<file path="config.mk">
export PLATFORM = sky130hd
export DESIGN_NAME = icache_responder_flat
export DESIGN_NICKNAME = d
export VERILOG_FILES = /design/src/rtl/icache_responder_if.sv /design/src/rtl/icache_responder.sv /design/src/flat_wrapper.sv
export SDC_FILE = /design/constraint.sdc
export NUM_CORES = 1
export LEC_CHECK = 0
export CAP_MARGIN = 40
export CORE_UTILIZATION = 35
export DETAILED_ROUTE_END_ITERATION = 16
export SLEW_MARGIN = 20
export SYNTH_ARGS = -nofsm -noshare
export SYNTH_HDL_FRONTEND = slang
export SYNTH_SLANG_ARGS = --single-unit
</file>
<file path="constraint.sdc">
create_clock -name CLK -period 23 [get_ports CLK]
set_input_delay 6.9 -clock CLK [delete_from_list [all_inputs] [get_ports CLK]]
set_output_delay 6.9 -clock CLK [all_outputs]
set_load 0.02 [all_outputs]
</file>
<file path="src/rtl/icache_responder_if.sv">
// Fetch-side and refill-side signal bundle for the instruction cache responder.
interface icache_responder_if #(
  parameter int unsigned RAM_ADDR_W = 32
);
  // fetch stage
  logic                  imemREN;
  logic [RAM_ADDR_W-1:0] imemaddr;
  logic [31:0]           imemload;
  logic                  missed;
  logic                  flush;
  // memory arbiter
  logic                  ramREN;
  logic [RAM_ADDR_W-1:0] ramaddr;
  logic [31:0]           ramload;
  logic                  ramwait;
  // performance counters
  logic [31:0]           hit_count;
  logic [31:0]           miss_count;

  // cache side
  modport slave (
    input  imemREN, imemaddr, flush, ramload, ramwait,
    output imemload, missed, ramREN, ramaddr, hit_count, miss_count
  );

  // fetch stage / memory side
  modport master (
    output imemREN, imemaddr, flush, ramload, ramwait,
    input  imemload, missed, ramREN, ramaddr, hit_count, miss_count
  );
endinterface

</file>
<file path="src/rtl/icache_responder.sv">
// Direct-mapped, one-word-per-line instruction cache with blocking refill
// and saturating hit/miss counters.
module icache_responder #(
  parameter int unsigned SETS       = 16,
  parameter int unsigned RAM_ADDR_W = 32
) (
  input  logic               CLK,
  input  logic               RST,
  icache_responder_if.slave  bus
);

  localparam int unsigned IDX   = $clog2(SETS);
  localparam int unsigned TAG_W = RAM_ADDR_W - IDX - 2;
  localparam int unsigned CNT_W = 32;

  typedef enum logic {
    IDLE,
    FILL
  } state_t;

  state_t                state_q, state_d;
  logic [SETS-1:0]       valid_q, valid_d;
  logic [RAM_ADDR_W-1:0] ramaddr_q, ramaddr_d;
  logic [IDX-1:0]        fill_idx_q, fill_idx_d;
  logic [TAG_W-1:0]      fill_tag_q, fill_tag_d;
  logic                  drop_q, drop_d;
  logic [CNT_W-1:0]      hit_cnt_q, hit_cnt_d;
  logic [CNT_W-1:0]      miss_cnt_q, miss_cnt_d;

  logic [TAG_W-1:0]      tag_mem  [SETS];
  logic [31:0]           data_mem [SETS];

  logic [IDX-1:0]        req_idx_c;
  logic [TAG_W-1:0]      req_tag_c;
  logic                  hit_c;
  logic                  wr_en_c;

  // Lookup: hits are only served from IDLE and never while reset is asserted.
  always_comb begin
    req_idx_c = bus.imemaddr[IDX+1:2];
    req_tag_c = bus.imemaddr[RAM_ADDR_W-1:IDX+2];
    hit_c     = bus.imemREN & valid_q[req_idx_c] &
                (tag_mem[req_idx_c] == req_tag_c) &
                (state_q == IDLE) & ~RST;
  end

  // Fetch and refill outputs.
  always_comb begin
    bus.missed     = bus.imemREN & ~hit_c;
    bus.imemload   = hit_c ? data_mem[req_idx_c] : 32'd0;
    bus.ramREN     = (state_q == FILL);
    bus.ramaddr    = ramaddr_q;
    bus.hit_count  = hit_cnt_q;
    bus.miss_count = miss_cnt_q;
  end

  // Next-state: refill sequencing, valid bookkeeping and counters.
  always_comb begin
    state_d    = state_q;
    valid_d    = valid_q;
    ramaddr_d  = ramaddr_q;
    fill_idx_d = fill_idx_q;
    fill_tag_d = fill_tag_q;
    drop_d     = drop_q;
    wr_en_c    = 1'b0;
    hit_cnt_d  = hit_cnt_q;
    miss_cnt_d = miss_cnt_q;

    if (hit_c && (hit_cnt_q != '1)) begin
      hit_cnt_d = hit_cnt_q + CNT_W'(1);
    end

    case (state_q)
      IDLE: begin
        if (bus.imemREN && !hit_c && !bus.flush) begin
          ramaddr_d  = {bus.imemaddr[RAM_ADDR_W-1:2], 2'b00};
          fill_idx_d = req_idx_c;
          fill_tag_d = req_tag_c;
          drop_d     = 1'b0;
          state_d    = FILL;
          if (miss_cnt_q != '1) begin
            miss_cnt_d = miss_cnt_q + CNT_W'(1);
          end
        end
      end
      FILL: begin
        // A flush seen at any point of the fill drops the returning line.
        if (bus.flush) begin
          drop_d = 1'b1;
        end
        if (!bus.ramwait) begin
          wr_en_c             = 1'b1;
          valid_d[fill_idx_q] = ~(drop_q | bus.flush);
          state_d             = IDLE;
        end
      end
      default: begin
        state_d = IDLE;
      end
    endcase

    if (bus.flush) begin
      valid_d = '0;
    end
  end

  // Control and counter registers with synchronous reset.
  always_ff @(posedge CLK) begin
    if (RST) begin
      state_q    <= IDLE;
      valid_q    <= '0;
      ramaddr_q  <= '0;
      fill_idx_q <= '0;
      fill_tag_q <= '0;
      drop_q     <= 1'b0;
      hit_cnt_q  <= '0;
      miss_cnt_q <= '0;
    end else begin
      state_q    <= state_d;
      valid_q    <= valid_d;
      ramaddr_q  <= ramaddr_d;
      fill_idx_q <= fill_idx_d;
      fill_tag_q <= fill_tag_d;
      drop_q     <= drop_d;
      hit_cnt_q  <= hit_cnt_d;
      miss_cnt_q <= miss_cnt_d;
    end
  end

  // Tag/data arrays; contents are qualified by valid_q so they are not reset.
  always_ff @(posedge CLK) begin
    if (wr_en_c && !RST) begin
      tag_mem[fill_idx_q]  <= fill_tag_q;
      data_mem[fill_idx_q] <= bus.ramload;
    end
  end

endmodule

</file>
<file path="src/flat_wrapper.sv">
// flat-port wrapper written by rule: the top's interface ports become plain ports
module icache_responder_flat 
#(
  parameter int unsigned SETS       = 16,
  parameter int unsigned RAM_ADDR_W = 32
)
  (CLK, RST, bus_imemREN, bus_imemaddr, bus_flush, bus_ramload, bus_ramwait, bus_imemload, bus_missed, bus_ramREN, bus_ramaddr, bus_hit_count, bus_miss_count);
  icache_responder_if #(.RAM_ADDR_W(RAM_ADDR_W)) bus_i ();
  input  logic CLK;
  input  logic RST;
  input wire logic [$bits(bus_i.imemREN)-1:0] bus_imemREN;
  input wire logic [$bits(bus_i.imemaddr)-1:0] bus_imemaddr;
  input wire logic [$bits(bus_i.flush)-1:0] bus_flush;
  input wire logic [$bits(bus_i.ramload)-1:0] bus_ramload;
  input wire logic [$bits(bus_i.ramwait)-1:0] bus_ramwait;
  output wire logic [$bits(bus_i.imemload)-1:0] bus_imemload;
  output wire logic [$bits(bus_i.missed)-1:0] bus_missed;
  output wire logic [$bits(bus_i.ramREN)-1:0] bus_ramREN;
  output wire logic [$bits(bus_i.ramaddr)-1:0] bus_ramaddr;
  output wire logic [$bits(bus_i.hit_count)-1:0] bus_hit_count;
  output wire logic [$bits(bus_i.miss_count)-1:0] bus_miss_count;
  assign bus_i.imemREN = bus_imemREN;
  assign bus_i.imemaddr = bus_imemaddr;
  assign bus_i.flush = bus_flush;
  assign bus_i.ramload = bus_ramload;
  assign bus_i.ramwait = bus_ramwait;
  assign bus_imemload = bus_i.imemload;
  assign bus_missed = bus_i.missed;
  assign bus_ramREN = bus_i.ramREN;
  assign bus_ramaddr = bus_i.ramaddr;
  assign bus_hit_count = bus_i.hit_count;
  assign bus_miss_count = bus_i.miss_count;
  icache_responder #(.SETS(SETS), .RAM_ADDR_W(RAM_ADDR_W)) u_core (.CLK(CLK), .RST(RST), .bus(bus_i));
endmodule
</file>
Yosys cells after proc, flatten, opt, wreduce, memory -nomap -nowiden
Memory sizes are Yosys's and may differ from the RTL's.
Index checks and enable logic that the tools add are counted.
Widths: inputs -> output; s select.
{ "totals": {"ff_bits": 142, "ramBits": 928, "inputBits": 69, "memories": 2} }
{ "mem_list": {"columns": ["memory", "depth", "width", "rd", "rd_ports_with_merged_regs", "wr", "line_no", "source"], "rows": [
  ["u_core.data_mem", 16, 32, 1, 0, 1, "icache_responder.sv:31", "logic [31:0] data_mem [SETS];"],
  ["u_core.tag_mem", 16, 26, 1, 0, 1, "icache_responder.sv:30", "logic [TAG_W-1:0] tag_mem [SETS];"]
]} }
{ "classes": {"add_sub_neg": 2, "n_lt_le_gt_ge": 3, "eq_ne": 5, "muxes": 16, "n_bitwise": 11, "n_reduce_logical": 13} }
{ "ops": {"columns": ["cell", "n"], "rows": [
  ["$add 32x1->32 const B", 2],
  ["$ne 32x32->1 const B", 2],
  ["$mux 32", 1],
  ["$eq 26x26->1", 1],
  ["$bwmux 16", 1],
  ["$lt 4x5->1 const B", 2],
  ["$mux 1", 10],
  ["$reduce_and 2->1", 3],
  ["$and 1x1->1", 5],
  ["$logic_and 1x1->1", 5],
  ["$not 1->1", 5],
  ["$bmux 1 s4", 1],
  ["$demux 1 s4", 1],
  ["$ge 4x1->1 const B", 1],
  ["$ne 2x2->1 const B", 2],
  ["$pmux 1 s2", 2],
  ["$logic_not 1->1", 3],
  ["$reduce_and 3->1", 1],
  ["$reduce_or 2->1", 1],
  ["$or 1x1->1", 1]
]} }

Depth between registers and ports, before layout
{ "logic_depth": {"depth_word": 11, "ltp_mapped": 16, "depth_no_buf": 10} }

Worst setup path after synthesis
Ideal clock, no wire load.
{ "synth_path": {"path_type": "input -> output", "start": "input bus_imemaddr[3]", "end": "output bus_missed", "t_arrival_ns": 10.080, "required_ns": 16.100, "setup_slack_ns": 6.020, "cell_stages": 12, "path_buffers": 4, "path_cell_list": "buf_2 > buf_4 > mux4_2 > mux4_2 > xor2_1 > or4_1 > a21oi_1 > nand4_1 > or4_4 > clkbuf_1 > clkbuf_1 > and2_1"} }
{ "synth_between": {"elab_chain_cells": 8, "word_cells_on_any_way": 10, "classes_between": "eq/ne: 1; mux: 2; bitwise: 6; memory: 1"} }
{ "synth_lines": {"columns": ["element", "line_no", "source"], "rows": [
  ["from (decl)", "flat_wrapper.sv:12", "input wire logic [$bits(bus_i.imemaddr)-1:0] bus_imemaddr;"],
  ["branches (longest 3 deep; another with $mem_v2 16x26)", null, null],
  ["$and 1x1->1 *", "icache_responder.sv:42", "hit_c = bus.imemREN & valid_q[req_idx_c] &"],
  ["$and 1x1->1 *", "icache_responder.sv:43", "(tag_mem[req_idx_c] == req_tag_c) &"],
  ["$and 1x1->1 *", "icache_responder.sv:44", "(state_q == IDLE) & ~RST;"],
  ["$not 1->1 *", "icache_responder.sv:49", "bus.missed = bus.imemREN & ~hit_c;"],
  ["$and 1x1->1 *", "icache_responder.sv:49", null],
  ["to (decl)", "flat_wrapper.sv:17", "output wire logic [$bits(bus_i.missed)-1:0] bus_missed;"]
]} }
Mark *: on every way between the ends. The select of a mux whose other input is x is not followed.

Final worst setup path
{ "layout_path": {"start": "input bus_imemaddr[3]", "end": "output bus_imemload[20]"} }
{ "layout_between": {"elab_chain_cells": 7, "word_cells_on_any_way": 10, "classes_between": "eq/ne: 1; mux: 3; bitwise: 4; memory: 2"} }
{ "layout_lines": {"columns": ["element", "line_no", "source"], "rows": [
  ["branches (longest 6 deep; another with $mem_v2 16x26)", null, null],
  ["$mux 32 *", "icache_responder.sv:50", "bus.imemload = hit_c ? data_mem[req_idx_c] : 32'd0;"],
  ["to (decl)", "flat_wrapper.sv:16", "output wire logic [$bits(bus_i.imemload)-1:0] bus_imemload;"]
]} }
Marks and branches as above.

==> results.toml <==
[sta]
report.final.slew_viol_count = 0
timing.slew.headroom_pct = 39.0
timing.setup.tns_ns = 0
clk_skew_ns = 0.0297
achievable-frequency_ghz = 0.0518
hold_violations = 0
layout_min_cycle_time_ns = 19.30
final-setup-viol-count = 0
final_min_period_over_clock_period_pct = 83.9
grt_setup_unrepaired = "false"
max_slew.worst_pin.slew_ns = 0.903

[detailed_routing]
viasPerCell = 5.53
antenna_violating_nets_post_route = 0
drt_wl_total_um = 105000
num_vias = 22500
drc_errors = 0
dr.pass1.iters = 5
post_drt_wl_per_cell_um = 25.9
dr.first_iter.drc_count = 2294

[floorplan]
die_x_um = 346
io_pins = 199
start_util_pct = 35.5
core_region_area_mm2 = 0.117
row_count = 125
die_area_mm2 = 0.120
fp.dieH_um = 346

[placement]
place_congestion = 0.845
io_buffers = 194
dp_cells = 3862
detailed_place_hpwl_um = 60800

[clock_network]
cts_buffers = 105
cts_hold_buf = 0
cts-root-buf = "clkbuf_16"
worstSkewPairLatency_ns = 0.69
ctsResizeCount = 0
cts.htree.levels = 3
clock_sink_count = 1040
clock_tree_from_tritoncts = "yes"
clk_pin_slew_ns = 0.06
cts_buffer_depth = 3
postCtsSetupBuffers = 0

[synthesis]
syn_area_mm2 = 0.0414
synth_seq_area_share_pct = 72.7
ys.warnings.count = 0
synth_ff_type = "edfxtp_1"
postSynth.asyncResetShare_pct = 0
postSynthAreaPerCell_um2 = 18.6
synthDominantAreaCellType = "edfxtp_1"
synth-edff-count = 928
synth.top_cells.by_area = "edfxtp_1 (67%), mux4_2 (14%), dfxtp_1 (5.4%), mux2i_1 (1.6%), a21oi_1 (1.2%)"
synth_top_cell_area_share_pct = 67.3
synthDistinctLibCells = 69
number_of_instances_in_the_synthesized_netlist = 2221
postSynthRegisterBits = 1040

[run_status]
outcome = "finished, final reports clean"

[finish]
finish.net_count = 2521
area_delta_synth_final_pct = 18.5
layout-drive-gt1-share_pct = 19.6
layout.cells.most_common = "edfxtp_1"
fillCellCount = 10200
layout_common_cells = "edfxtp_1 (928), mux4_2 (249), clkdlybuf4s50_1 (189)"
layout.cells.non_filler = 4065

[critical_path]
regToRegStartpoint = "u_core.tag_mem[6][21]$_DFFE_PP_"
critical_path_class = "in -> out"
critPathArrivalTime_ns = 12.40
cp-end-kind = "primary output"
critical_path.startpoint = "bus_imemaddr[3]"
timing.critical_path.from_type = "input port"
critical_path.max_fanout = 70
worst-endpoint-required_ns = 16.10

[global_route]
grt_max_degree = 119
antenna_found_initial = 5
track_usage_pct = 17.5
globalRoute.totalOverflow = 0
grt_pass1_wl_um = 156000
grt_pass1_vias = 22800

[pwr]
power.density_cell_area_mw_per_mm2 = 79.5
standby_leakage_power_nw = 15.7
worst_ir_drop_vdd_mv = 0.0542

[job]
cap_viol_max_count = 0

[min_path]
hold_path_class = "reg -> reg"
holdCritStartpoint = "u_core.valid_q[3]$_SDFFE_PP0P_"
[sequential cells by signal (all words and copies together), names as in the netlist, 2 cells and up]
signal and cells:
u_core.data_mem 512, u_core.tag_mem 416, u_core.bus.hit_count 32, u_core.bus.miss_count 32, u_core.fill_tag_q 25, u_core.valid_q 16
u_core.fill_idx_q 3, u_core.bus.ramaddr 2
[metrics by stage]
| step | worst slack, ns | total power [mW] | hold slack, ns | cell area, µm² | utilization, % |
|---|---|---|---|---|---|
| 2_1_floorplan | 6.02 | 2.21 | 0.450 | 41400 | - |
| 3_3_place_gp | 3.25 | 2.28 | 0.459 | 45100 | 38.6 |
| 3_5_place_dp | 3.67 | 2.29 | 0.470 | 45600 | 39.1 |
| 4_1_cts | 3.67 | 3.94 | 0.478 | 48900 | 42.0 |
| 5_1_grt | 3.35 | 4.03 | 0.522 | 49100 | 42.1 |
| 6_report | 3.70 | 3.90 | 0.481 | 49100 | 42.1 |
[worst paths after layout]
path / slack, ns / endpoint / cells after the start
worst min register to register: 0.48 / u_core.valid_q[3]$_SDFFE_PP0P_ / 2
worst min-delay path: 0.48 / u_core.valid_q[3]$_SDFFE_PP0P_ / 2
worst max-delay path: 3.70 / bus_imemload[20] / 14
worst max register to register: 18.43 / u_core.bus.hit_count[31]$_SDFFE_PP0P_ / 10
[layer usage]
layer  part of all wire (%)  wire length (µm)  track usage (%)  vias to the layer above
met2                     48             51000             28.6                      864
met5                  0.059                62                0                        -
met4                    2.1              2190             4.28                        8
met1                     43             45000             24.2                    11900
li1                       -                 -                -                     9579
met3                    6.7              7020             3.28                      160
[cells by family (layout without fill, tap and decap cells)]
kind of cell | Yosys count | in the layout | share of synthesized area [%]
mux | 335 | 335 | 15.7
simple gates | 408 | 408 | 5.53
other cells | 1 | 3 | 0.00906
buf+inv | 158 | 476 | 1.63
compound gates | 246 | 246 | 3.70
flops | 1040 | 1040 | 72.7
xor+xnor | 31 | 31 | 0.656
fa+ha+maj | 2 | 2 | 0.0604
[cell usage after synthesis, types with 11 or more instances]
cell type and instances:
and2_1 12, edfxtp_1 928, nand2_1 71, nor4_1 13
buf_1 21, a22oi_1 12, o21ai_0 35, nand4_1 11
dfxtp_1 112, clkbuf_1 79, and3_1 17, nor2_1 43
a21oi_1 103, xnor2_1 24, or3_1 30, buf_2 27
nor3_1 22, or4_1 35, nor2b_1 45, nand3_1 63
buf_4 11, o31ai_1 40, mux2i_1 68, inv_1 19
mux4_2 249
[layout make-up]
cell class	instances	area, µm²	area share [%]
sequential	1040	30100	61.4
multi-input combinational	1024	10700	21.9
timing repair buffer	260	2910	5.93
clock buffer	147	2820	5.74
tap	1524	1910	3.89
clock inverter	50	515	1.05
inverter	19	71.3	0.145
antenna	1	2.50	0.00510
[critical path, cell delays in order]
cell and delay (ns):
clkbuf_8 0.25, buf_16 0.33, buf_4 0.38, buf_16 0.31
mux4_2 0.55, mux2i_1 0.40, o22ai_1 0.15, nand2_1 0.13
nand4_1 0.12, a211oi_1 0.75, nand3_2 0.45, buf_4 0.47
nor2b_1 0.25, clkdlybuf4s50_1 0.64
[where the power goes]
group	internal, mW	switching, mW
clock	0.946	0.707
sequential	2.06	0.0116
combinational	0.0799	0.0997
total	3.08	0.818
(Power assumes the default switching activity.)
